`src/rtl/bpred_resolve_queue_pkg.sv`:
```
// Shared definitions for the branch-prediction resolve queue.
// These are the entry layout, the default sizes and the FSM state encoding.
package bpred_resolve_queue_pkg;

  localparam int unsigned PC_W          = 32;
  localparam int unsigned GHR_W         = 6;
  localparam int unsigned BIM_W         = 12;
  localparam int unsigned BTB_W         = 30;
  localparam int unsigned DEPTH_DEF     = 8;
  localparam int unsigned FLUSH_CYC_DEF = 2;

  // Entry packing offsets, LSB first: ghr | bimodal | p_target | p_dir | pc4
  localparam int unsigned GHR_LSB  = 0;
  localparam int unsigned BIM_LSB  = GHR_LSB + GHR_W;
  localparam int unsigned PTGT_LSB = BIM_LSB + BIM_W;
  localparam int unsigned PDIR_LSB = PTGT_LSB + PC_W;
  localparam int unsigned PC4_LSB  = PDIR_LSB + 1;
  localparam int unsigned ENTRY_W  = PC4_LSB + PC_W;

  typedef struct packed {
    logic [PC_W-1:0]  pc4;
    logic             p_dir;
    logic [PC_W-1:0]  p_target;
    logic [BIM_W-1:0] bimodal;
    logic [GHR_W-1:0] ghr;
  } rq_entry_t;

  typedef enum logic {
    ST_RUN   = 1'b0,
    ST_FLUSH = 1'b1
  } rq_state_t;

endpackage

```
`src/rtl/bpred_rq_store.sv`:
```
// Entry storage for the resolve queue.
// It has one synchronous write port and one asynchronous read port at the head.
module bpred_rq_store
  import bpred_resolve_queue_pkg::*;
#(
  parameter int unsigned DEPTH = DEPTH_DEF,
  localparam int unsigned AW   = $clog2(DEPTH)
) (
  input  logic          clk,
  input  logic          i_we,
  input  logic [AW-1:0] i_waddr,
  input  rq_entry_t     i_wdata,
  input  logic [AW-1:0] i_raddr,
  output rq_entry_t     o_rdata
);

  // Contents need no reset: the pointers mark which slots are valid
  rq_entry_t r_mem [DEPTH];

  always_ff @(posedge clk) begin
    if (i_we) r_mem[i_waddr] <= i_wdata;
  end

  assign o_rdata = r_mem[i_raddr];

endmodule

```
`src/rtl/bpred_resolve_queue.sv`:
```
// In-order tracker for branch predictions awaiting resolution in execute.
// It drives predictor updates, and on a mispredict it flushes the wrong-path entries and redirects fetch.
module bpred_resolve_queue
  import bpred_resolve_queue_pkg::*;
#(
  parameter int unsigned DEPTH     = DEPTH_DEF,
  parameter int unsigned FLUSH_CYC = FLUSH_CYC_DEF,
  localparam int unsigned AW       = $clog2(DEPTH),
  localparam int unsigned PW       = AW + 1
) (
  input  logic             clk,
  input  logic             reset,
  input  logic             fq_push,
  input  logic [31:0]      fq_pc4,
  input  logic             fq_p_dir,
  input  logic [31:0]      fq_p_target,
  input  logic [BIM_W-1:0] fq_bimodal,
  input  logic [GHR_W-1:0] fq_ghr,
  output logic             fq_full,
  input  logic             ex_resolve,
  input  logic             ex_taken,
  input  logic [31:0]      ex_target,
  input  logic             ex_stall,
  output logic             execute_bpredictor_update,
  output logic [31:0]      execute_bpredictor_PC4,
  output logic [31:0]      execute_bpredictor_target,
  output logic             execute_bpredictor_dir,
  output logic             execute_bpredictor_miss,
  output logic [BIM_W-1:0] execute_bpredictor_bimodal,
  output logic [BTB_W-1:0] up_btb_data,
  output logic [GHR_W-1:0] up_carry_data,
  output logic             redirect_valid,
  output logic [31:0]      redirect_pc,
  output logic [PW-1:0]    occupancy,
  output logic             err_underflow,
  output logic             err_overflow
);

  localparam int unsigned CW = (FLUSH_CYC > 1) ? $clog2(FLUSH_CYC) : 1;

  logic [PW-1:0] r_wr, r_rd, w_wr_nxt, w_rd_nxt, w_occ_nxt;
  rq_state_t     r_state, w_state_nxt;
  logic [CW-1:0] r_cnt, w_cnt_nxt;
  rq_entry_t     w_head, w_new;
  logic          w_empty, w_full, w_full_nxt, w_run;
  logic          w_pop, w_miss, w_flush, w_push, w_ovf, w_unf;

  bpred_rq_store #(.DEPTH(DEPTH)) u_store (
    .clk     (clk),
    .i_we    (w_push),
    .i_waddr (r_wr[AW-1:0]),
    .i_wdata (w_new),
    .i_raddr (r_rd[AW-1:0]),
    .o_rdata (w_head)
  );

  always_comb begin
    w_new          = '0;
    w_new.pc4      = fq_pc4;
    w_new.p_dir    = fq_p_dir;
    w_new.p_target = fq_p_target;
    w_new.bimodal  = fq_bimodal;
    w_new.ghr      = fq_ghr;
  end

  // Pointers carry one extra wrap bit so full and empty can be told apart
  assign w_empty = (r_wr == r_rd);
  assign w_full  = (r_wr[PW-1] != r_rd[PW-1]) && (r_wr[AW-1:0] == r_rd[AW-1:0]);
  assign w_run   = (r_state == ST_RUN);

  assign w_pop   = ex_resolve & ~ex_stall & ~w_empty;
  assign w_miss  = (w_head.p_dir != ex_taken) |
                   (ex_taken & w_head.p_dir & (w_head.p_target != ex_target));
  assign w_flush = w_pop & w_miss;
  assign w_push  = fq_push & w_run & ~w_flush & (~w_full | w_pop);
  assign w_ovf   = fq_push & w_run & w_full & ~w_pop;
  assign w_unf   = ex_resolve & ~ex_stall & w_empty;

  // A mispredict discards every younger entry, so the write pointer snaps to the new head
  assign w_rd_nxt   = r_rd + PW'(w_pop);
  assign w_wr_nxt   = w_flush ? w_rd_nxt : (r_wr + PW'(w_push));
  assign w_occ_nxt  = w_wr_nxt - w_rd_nxt;
  assign w_full_nxt = (w_wr_nxt[PW-1] != w_rd_nxt[PW-1]) &&
                      (w_wr_nxt[AW-1:0] == w_rd_nxt[AW-1:0]);

  always_ff @(posedge clk or negedge reset) begin
    if (!reset) begin
      r_state <= ST_RUN;
      r_cnt   <= '0;
      r_wr    <= '0;
      r_rd    <= '0;
    end else begin
      r_state <= w_state_nxt;
      r_cnt   <= w_cnt_nxt;
      r_wr    <= w_wr_nxt;
      r_rd    <= w_rd_nxt;
    end
  end

  // The FLUSH state lasts FLUSH_CYC cycles after the mispredict cycle
  always_comb begin
    w_state_nxt = r_state;
    w_cnt_nxt   = r_cnt;
    case (r_state)
      ST_RUN: begin
        if (w_flush) begin
          w_state_nxt = ST_FLUSH;
          w_cnt_nxt   = CW'(FLUSH_CYC - 1);
        end
      end
      ST_FLUSH: begin
        if (r_cnt == '0) w_state_nxt = ST_RUN;
        else             w_cnt_nxt   = r_cnt - CW'(1);
      end
      default: w_state_nxt = ST_RUN;
    endcase
  end

  always_ff @(posedge clk or negedge reset) begin
    if (!reset) begin
      fq_full                    <= 1'b0;
      execute_bpredictor_update  <= 1'b0;
      execute_bpredictor_PC4     <= '0;
      execute_bpredictor_target  <= '0;
      execute_bpredictor_dir     <= 1'b0;
      execute_bpredictor_miss    <= 1'b0;
      execute_bpredictor_bimodal <= '0;
      up_btb_data                <= '0;
      up_carry_data              <= '0;
      redirect_valid             <= 1'b0;
      redirect_pc                <= '0;
      occupancy                  <= '0;
      err_underflow              <= 1'b0;
      err_overflow               <= 1'b0;
    end else begin
      fq_full                   <= w_full_nxt;
      occupancy                 <= w_occ_nxt;
      execute_bpredictor_update <= w_pop;
      redirect_valid            <= w_flush;
      err_underflow             <= err_underflow | w_unf;
      err_overflow              <= err_overflow | w_ovf;
      if (w_pop) begin
        execute_bpredictor_PC4     <= w_head.pc4;
        execute_bpredictor_target  <= ex_target;
        execute_bpredictor_dir     <= ex_taken;
        execute_bpredictor_miss    <= w_miss;
        execute_bpredictor_bimodal <= w_head.bimodal;
        up_btb_data                <= ex_target[31:2];
        up_carry_data              <= w_head.ghr;
        redirect_pc                <= ex_taken ? ex_target : w_head.pc4;
      end
    end
  end

endmodule
```
`config.mk`:
```
export PLATFORM = sky130hd
export DESIGN_NAME = bpred_resolve_queue
export DESIGN_NICKNAME = d
export VERILOG_FILES = /design/src/rtl/bpred_resolve_queue_pkg.sv /design/src/rtl/bpred_rq_store.sv /design/src/rtl/bpred_resolve_queue.sv
export SDC_FILE = /design/constraint.sdc
export NUM_CORES = 1
export LEC_CHECK = 0
export ABC_AREA = 1
export CAP_MARGIN = 25
export CELL_PAD_IN_SITES_DETAIL_PLACEMENT = 1
export CELL_PAD_IN_SITES_GLOBAL_PLACEMENT = 1
export CORE_ASPECT_RATIO = 1.25
export CORE_MARGIN = 2
export CORE_UTILIZATION = 42
export CTS_CLUSTER_SIZE = 12
export DETAILED_ROUTE_END_ITERATION = 8
export PLACE_DENSITY_LB_ADDON = 0.1
export SKIP_CTS_REPAIR_TIMING = 1
export SLEW_MARGIN = 10
export SYNTH_ARGS = -nofsm -noshare
export SYNTH_HDL_FRONTEND = slang
export SYNTH_SLANG_ARGS = --single-unit
```
`constraint.sdc`:
```
create_clock -name clk -period 9 [get_ports clk]
set_input_delay 1.35 -clock clk [delete_from_list [all_inputs] [get_ports clk]]
set_output_delay 1.35 -clock clk [all_outputs]
set_load 0.05 [all_outputs]
```
; Word level (Yosys, flattened, before mapping)
; Memory sizes are Yosys's and may differ from the RTL's.
; Index checks and enable logic that the tools add are counted.
[word_totals]
reg_bits = 165
ramBits = 664
inputBits = 121
out_inout_bits = 155
word_cells = 64
memories = 1
[classes]
addsub = 4
n_eq_ne = 8
n_mux = 10
bitwise = 21
n_reduce_logical = 2
[mem_list]
columns = name, depth, word_bits, read_ports, rd_ports_with_merged_regs, wr, line_no
row1 = u_store.r_mem, 8, 83, 1, 0, 1, bpred_rq_store.sv:18  ; rq_entry_t r_mem [DEPTH];
[op_table]
columns = op, n
row1 = 32-bit 2-to-1 mux, 1
row2 = 32-bit inequality test, 1
row3 = 1-bit bitwise AND, 11
row4 = 4-bit by 1-bit adder with 4-bit output, 2
row5 = 3-bit == test, 2
row6 = 1-bit 2-to-1 mux, 6
row7 = 1-bit inverter, 6
row8 = 4-bit == test, 1
row9 = 4-bit 2-to-1 mux, 1
row10 = 1-bit bitwise OR, 4
row11 = 1-bit case mux with 2 select lines, 2
row12 = 4-bit subtractor, 1
row13 = 1-bit inequality test, 3
row14 = 1-bit logical AND, 2
row15 = 2-bit by 1-bit inequality test with 1-bit output (second input constant), 1
row16 = 1-bit subtractor (second input constant), 1

; Depth between registers and ports, before layout
; Gate-level depths: netlist of run 1.
; An unclocked memory read counts as a cell.
[logic_depth]
word_depth = 12
mapped_depth = 31
ltp_nobuf = 29

; Cells and area by module
; A second synthesis of run 1 with hierarchy kept.
[unflattened]
cells_unflattened = 3623
hier_area_um2 = 35053.6
[modules_own_cells]
columns = mod, instances, cells_each, area_each_um2, seq_area_each_um2
row1 = bpred_rq_store, 1, 2887, 28935.3, 19939.1
row2 = bpred_resolve_queue, 1, 736, 6118.4, 3378.2

; Worst setup path after synthesis of run 1
; No wires, ideal clock.
[synth_timing]
path_type = register to register
start = register r_rd[0]
end = memory u_store.r_mem[2][0] (netlist bit), enable pin
setup_time_ps = 627
arrival_ps = 8097
required_time_ps = 8373
slack_ps = 276
path_stages_with_launch = 18
n_path_buf = 6
period_less_slack_ps = 8724
cell_sequence = dfrtp_1 buf_6 inv_4 buf_6 buf_2 buf_2 buf_2 clkbuf_1 nor2_1 o22ai_1 nor2_1 a31oi_1 ha_1 inv_1 nand2_1 nand2_4 nand3_4 nor3_1
[synth_between]
elab_chain_len = 10
elab_cells_between_ends = 19
classes_between = 4 x eq/ne / 2 x mux / 11 x bitwise / 1 x reduce/logical / 1 x memory
[synth_lines]
columns = item, line_no
row1 = "start, declared", bpred_resolve_queue.sv:41  ; logic [PW-1:0] r_wr, r_rd, w_wr_nxt, w_rd_nxt, w_occ_nxt;
row2 = "start signal, assigned", bpred_resolve_queue.sv:96  ; r_rd <= w_rd_nxt;
row3 = memory 8 x 83 bit, n/a
row4 = 32-bit inequality test / 1-bit bitwise AND (equally long branches), bpred_resolve_queue.sv:73  ; (ex_taken & w_head.p_dir & (w_head.p_target != ex_target));
row5 = 1-bit bitwise AND, bpred_resolve_queue.sv:73
row6 = 1-bit bitwise OR, bpred_resolve_queue.sv:72  ; assign w_miss = (w_head.p_dir != ex_taken) |
row7 = 1-bit bitwise AND, bpred_resolve_queue.sv:74  ; assign w_flush = w_pop & w_miss;
row8 = 1-bit inverter, bpred_resolve_queue.sv:75  ; assign w_push = fq_push & w_run & ~w_flush & (~w_full | w_pop);
row9 = 1-bit bitwise AND, bpred_resolve_queue.sv:75
row10 = 1-bit bitwise AND *, bpred_resolve_queue.sv:75
row11 = 1-bit 2-to-1 mux *, bpred_rq_store.sv:21  ; if (i_we) r_mem[i_waddr] <= i_wdata;
row12 = 1-bit 2-to-1 mux (not written as such) *, bpred_rq_store.sv:21
row13 = "end, declared", bpred_rq_store.sv:18
; Mark *: on every way between the ends. The rest lies on a longest branch, timed or not.

; Worst setup path after layout of run 1
[layout_timing]
start = register r_rd[1]
end = memory u_store.r_mem[7][67] (netlist bit), enable pin
; The elaborated chain is that of the path after synthesis.

==> results of run 1 <==
==> logic make-up after synthesis <==
family,Yosys count,share of synthesized area
DFF,799,0.7208
adders and majority gates,9,0.003713
AOI/OAI and AO/OA,362,0.06359
and+or+nand+nor,1247,0.1550
xor gates and xnor gates,7,0.001895
muxes,17,0.005260
buffers and inverters,345,0.04974
==> registers in the layout, indices dropped and copies added, names as in the netlist <==
signal                      cells
u_store.r_mem                 664
execute_bpredictor_PC4         32
execute_bpredictor_target      32
redirect_pc                    32
execute_bpredictor_bimodal     12
up_carry_data                   6
occupancy                       4
r_rd                            4
r_wr                            4
err_overflow                    1
err_underflow                   1
execute_bpredictor_dir          1
execute_bpredictor_miss         1
execute_bpredictor_update       1
fq_full                         1
r_cnt                           1
r_state                         1
redirect_valid                  1
==> power breakdown <==
group | switching [mW] | total, mW | internal (mW) | leakage [nW]
registers | 0.416 | 5.17 | 4.76 | 7.66
clock network | 1.39 | 3.23 | 1.84 | 1.24
logic | 3.97 | 5.59 | 1.61 | 5.84
total | 5.78 | 14.0 | 8.21 | 14.7
==> cell usage after synthesis (all sizes together) <==
| library cell | number |
|---|---|
| nor2 | 214 |
| a31oi | 4 |
| mux2i | 17 |
| o221a | 7 |
| o22ai | 58 |
| o21a | 7 |
| nand2 | 785 |
| edfxtp | 664 |
| o221ai | 17 |
| nand3b | 1 |
| clkbuf | 62 |
| ha | 8 |
| xor2 | 4 |
| xnor2 | 3 |
| o21ai | 256 |
| o21bai | 2 |
| fa | 1 |
| a2111oi | 1 |
| dfrtp | 135 |
| nand3 | 239 |
| a21oi | 10 |
| inv | 162 |
| buf | 121 |
| nor3 | 8 |
==> metal layers <==
metal	track usage	vias up
met2	0.4196	508
met1	0.3269	11240
met5	0	-
li1	-	9980
met4	0.06576	8
met3	0.03398	146
==> worst max path at each step <==
| stage | from | to | slack (ns) | depth (start not counted) |
|---|---|---|---|---|
| after floorplan | r_rd[0] | u_store.r_mem[2][0] | 0.28 | 17 |
| after global placement | r_rd[1] | u_store.r_mem[7][67] | 3.48 | 20 |
| after detailed placement | r_rd[1] | u_store.r_mem[7][67] | 3.35 | 20 |
| after CTS | r_rd[1] | u_store.r_mem[7][73] | 3.32 | 20 |
| after global routing | r_rd[1] | u_store.r_mem[7][73] | 2.93 | 20 |
| final | r_rd[1] | u_store.r_mem[7][67] | 3.31 | 20 |
==> worst register-to-register path, stage by stage (launching register included) <==
cell     delay, ns
dfrtp_4       0.69
buf_4         0.65
buf_4         0.96
nor2_1        0.20
nand2_1       0.12
nand3_1       0.10
nand2_1       0.11
nand2_1       0.06
nand2_1       0.06
nand2_1       0.08
nor2_1        0.12
nand2_1       0.06
nor2_1        0.09
nand2_1       0.08
nand2_1       0.08
nand2_1       0.08
nand2_4       0.16
nand3_4       0.17
nor3_2        0.20
buf_4         0.58
buf_4         0.65
==> area by class of cell <==
cell class                 instances  area (um2)  area share
sequential                       799       23330      0.6090
clock inverter                    24       111.4    0.002907
inverter                         162       625.6     0.01633
timing repair buffer             314        3132     0.08177
multi-input combinational       1642        7465      0.1949
tap                              977        1222     0.03192
clock buffer                     129        2415     0.06305
antenna                            2       5.005   0.0001307
==> flow_summary.toml, run 1 <==
[power]
power.leakage_nw = 14.75
p_per_area_mw_per_mm2 = 365.4
ir_drop_mv = 0.2390
p_total_mw = 14.00

[critical_path]
cpMostUsedCell = "nand2_1"
required_ns = 9.26
critPathKind = "reg2reg"
cp_top_family = "buffers and inverters"
timing.reg2reg.setup_slack_ns = 3.31
r2r_cells = 20
crit_arrival_ns = 5.95
start_kind = "flop"
worst_setup_path_end_kind = "flop"
max_stage_delay_ns = 0.88
slowest_stage = "buf_4"
crit_fanout = 83
worstPathCellList = "buf_4, buf_4, nor2_1, nand2_1, nand3_1, nand2_1, nand2_1, nand2_1, nand2_1, nor2_1, nand2_1, nor2_1, nand2_1, nand2_1, nand2_1, nand2_4, nand3_4, nor3_2, buf_4, buf_4"
regToRegStartpoint = "r_rd[1]"
worst-path-buf-inv = 4
reg2reg_to = "u_store.r_mem[7][67]"

[layout]
area_growth_syn_to_layout_pct = 18.40
layout_commonest_cell = "nand2_1"
fin_area_mm2 = 0.03830
stdcell_count = 4049
layout_common_cells = "784 x nand2_1, 664 x edfxtp_1, 274 x clkdlybuf4s50_1"
nets = 3132
drive_gt1_frac = 0.05863
final_core_util = 0.5035
fill_cells = 8019

[die]
die_y_um = 314.3
io_pins = 276
die_w_um = 252.2
core_mm2 = 0.07607
dieArea_mm2 = 0.07927
start_util = 0.4253
rows = 113

[detailed_routing]
met1Wirelength_mm = 41.87
dr_total_vias = 21880
met2WireLength_mm = 48.28
dr.pass1.iters = 5
drt-initial-drc-count = 1666
wl_mm = 96.74
drc = 0
wl_per_cell_um = 23.89
met3_length_mm = 4.663
top_layer = "met5"
detail-route-antenna-nets = 0
via_per_inst = 5.405

[sta]
finClkSkew_ns = 0.02016
slew_headroom = 0.2905
hold_viol_final = 0
slew_viol_final = 0
setup_violations = 0
fin_ws_ns = 3.311
fin_crit_ns = 5.689
grt_setup_unrepaired = "no"
finalSetupTns_ns = 0
hold_ws_ns = 0.4720
fmax_mhz = 175.8
fin_crit_sh = 0.6321
worstMarginPinSlew_ns = 1.064

[synthesis]
synth_largest_area_cell = "edfxtp_1"
syn_area_per_cell_um2 = 11.61
synth_area_leaders = "edfxtp_1 62%, dfrtp_1 10%, nand2_1 9.1%"
netlist.area_leader.share = 0.6164
synthCells = 2786
synth_cell_types = 34
yosys_register_bits = 799
synth_seq_area_share = 0.7208
syn_area_mm2 = 0.03235
synth.yosys.warnings = 0
synth_nets = 2916

[clocking]
clock-root-buffer = "clkbuf_16"
cts_sinks = 799
clock_latency_ns = 0.64
numCtsBuffers = 83
path_clk_slew_ns = 0.06
cts.htree.levels = 3
cts_tree = "yes"
clockBufferDepth = 3

[global_route]
grtUsageTotal = 0.2444
grt_pass1_vias = 22940
grt.overflow.total = 0
grt_pass1_wl_mm = 144.2
antenna_found_initial = 7
grt_max_degree = 165

[outcome]
outcome = "finished, final reports clean"

[placed_design]
dp_hpwl_mm = 58.20
dpl_worst_slack_ns = 3.346
dpl_cell_area_mm2 = 0.03571
port_buffers = 275
dp_cells = 3891
gp_congestion = 0.7764

[hold_path]
min_to = "execute_bpredictor_PC4[18]"
hp-start = "execute_bpredictor_PC4[18]"
min_path_cells = 2
hold_class = "reg2reg"

[run]
maxCapViolCount = 0
Power figures use the tool's default switching activity.
==> inputs of run 2 (changes only) <==
clock period = 5.09 ns   (was 9 ns; I/O delays follow)
==> run 2 against run 1 <==
Compared with the run above:
- hold slack got worse by 0.30 ns
- wire length rose by 3.0%
- final cell count rose by 0.62%
- count of clock-buffer cells in the layout up 9
- global-route usage up 0.83 points
- sequential cell count is the same
- clock skew is 0.0038 ns higher
- critical path depth up 6
- combinational power is 84% higher
- register-to-register slack lost 2.9 ns
- sequential power grew 75%
- setup slack worse by 2.9 ns
- critical path type unchanged
- critical endpoint is now occupancy[3]
- largest cell class unchanged
- highest routed layer unchanged
==> flow_summary.toml, run 2 (synthesized netlist as in run 1, its figures left out) <==
[layout]
layout_commonest_cell = "nand2_1"
layout_common_cells = "784 x nand2_1, 664 x edfxtp_1, 274 x clkdlybuf4s50_1"
area_growth_syn_to_layout_pct = 20.05
largest_register_ffs = 664
top_register = "u_store.r_mem"
final_core_util = 0.5105
drive_gt1_frac = 0.06244
fin_area_mm2 = 0.03883
stdcell_count = 4074
nets = 3150

[detailed_routing]
wl_mm = 99.66
top_layer = "met5"
met2WireLength_mm = 48.62
met1Wirelength_mm = 41.91
met3_length_mm = 5.545
detail-route-antenna-nets = 0
drt-initial-drc-count = 1563
drc = 0
dr_total_vias = 22190
dr.pass1.iters = 5
wl_per_cell_um = 24.46
via_per_inst = 5.447

[sta]
finalSetupTns_ns = 0
fin_crit_ns = 4.687
fmax_mhz = 213.4
grt_setup_unrepaired = "no"
worstMarginPinSlew_ns = 0.9467
hold_ws_ns = 0.1710
slew_viol_final = 0
fin_ws_ns = 0.4032
hold_viol_final = 0
finClkSkew_ns = 0.02394
slew_headroom = 0.3689
fin_crit_sh = 0.9208
setup_violations = 0

[power]
p_per_area_mw_per_mm2 = 651.4
power.leakage_nw = 14.96
p_total_mw = 25.30
ir_drop_mv = 0.4715

[die]
start_util = 0.4253
die_w_um = 252.2
dieArea_mm2 = 0.07927
io_pins = 276
core_mm2 = 0.07607
die_y_um = 314.3
rows = 113

[placed_design]
dp_cells = 3911
port_buffers = 275
gp_congestion = 0.8112
dpl_worst_slack_ns = 0.3792
dp_hpwl_mm = 60.19
dpl_cell_area_mm2 = 0.03616

[critical_path]
required_ns = 5.67
worst_setup_path_end_kind = "flop"
start_kind = "flop"
crit_fanout = 23
crit_arrival_ns = 5.27
critPathKind = "reg2reg"

[global_route]
grt_pass1_wl_mm = 148.1
antenna_found_initial = 14
grt_pass1_vias = 23450
grt_max_degree = 140
grt.overflow.total = 0
grtUsageTotal = 0.2527

[clocking]
cts_sinks = 799
path_clk_slew_ns = 0.06
numCtsBuffers = 84
cts.htree.levels = 3
cts_tree = "yes"
clockBufferDepth = 3
clock-root-buffer = "clkbuf_16"
clock_latency_ns = 0.64

[run]
maxCapViolCount = 0

[hold_path]
hold_class = "in2async"

[outcome]
outcome = "finished, final reports clean"
[run 2: area by class of cell]
type,count,area (um2)
Fill cell,7907,37230
Inverter,162,625.6
Tap cell,977,1222
Clock buffer,138,2460
Clock inverter,19,190.2
Antenna cell,6,15.01
Sequential cell,799,23330
Multi-Input combinational cell,1642,7515
Timing Repair Buffer,331,3477
[run 2: worst paths after layout]
kind | cells past startpoint | slack, ns | endpoint | start
worst min-delay path | 1 | 0.17 | execute_bpredictor_PC4[16] | reset
min in group clk | 2 | 0.47 | execute_bpredictor_PC4[18] | execute_bpredictor_PC4[18]
worst max register to register | 26 | 0.40 | occupancy[3] | r_rd[2]
worst min register to register | 2 | 0.47 | execute_bpredictor_PC4[18] | execute_bpredictor_PC4[18]
worst max-delay path | 26 | 0.40 | occupancy[3] | r_rd[2]
max in group asynchronous | 2 | 3.86 | execute_bpredictor_target[25] | reset
[run 2: where the power goes]
part           total (mW)  leakage, nW  internal (mW)  switching [mW]
Clock                5.96         1.28           3.45            2.50
Sequential           9.04         7.66           8.41           0.629
Combinational        10.3         6.01           2.98            7.32
Total                25.3         15.0           14.8            10.4
[run 2: metal layers]
layer,track usage,vias up
li1,-,10040
met1,0.3277,11360
met2,0.4182,602
met3,0.04779,176
met4,0.1056,14
met5,0,-
[run 2: critical path, cell delays in order, from the launching register on]
cell and delay (ns):
dfrtp_4 0.66, inv_4 0.40, nand3_1 0.35, nand2_1 0.16
nand2_1 0.06, nand2_1 0.05, nand2_1 0.06, nor2_1 0.35
nand2_1 0.11, nor2_1 0.10, nand2_1 0.12, nand2_1 0.09
nand2_1 0.08, nand2_4 0.16, nand3_4 0.24, inv_1 0.14
ha_1 0.19, ha_1 0.17, xor2_1 0.15, nand2_1 0.07
o21ai_0 0.12, ha_1 0.33, a21oi_1 0.17, nand2_1 0.11
inv_1 0.06, nand3_1 0.07, nand2_1 0.07
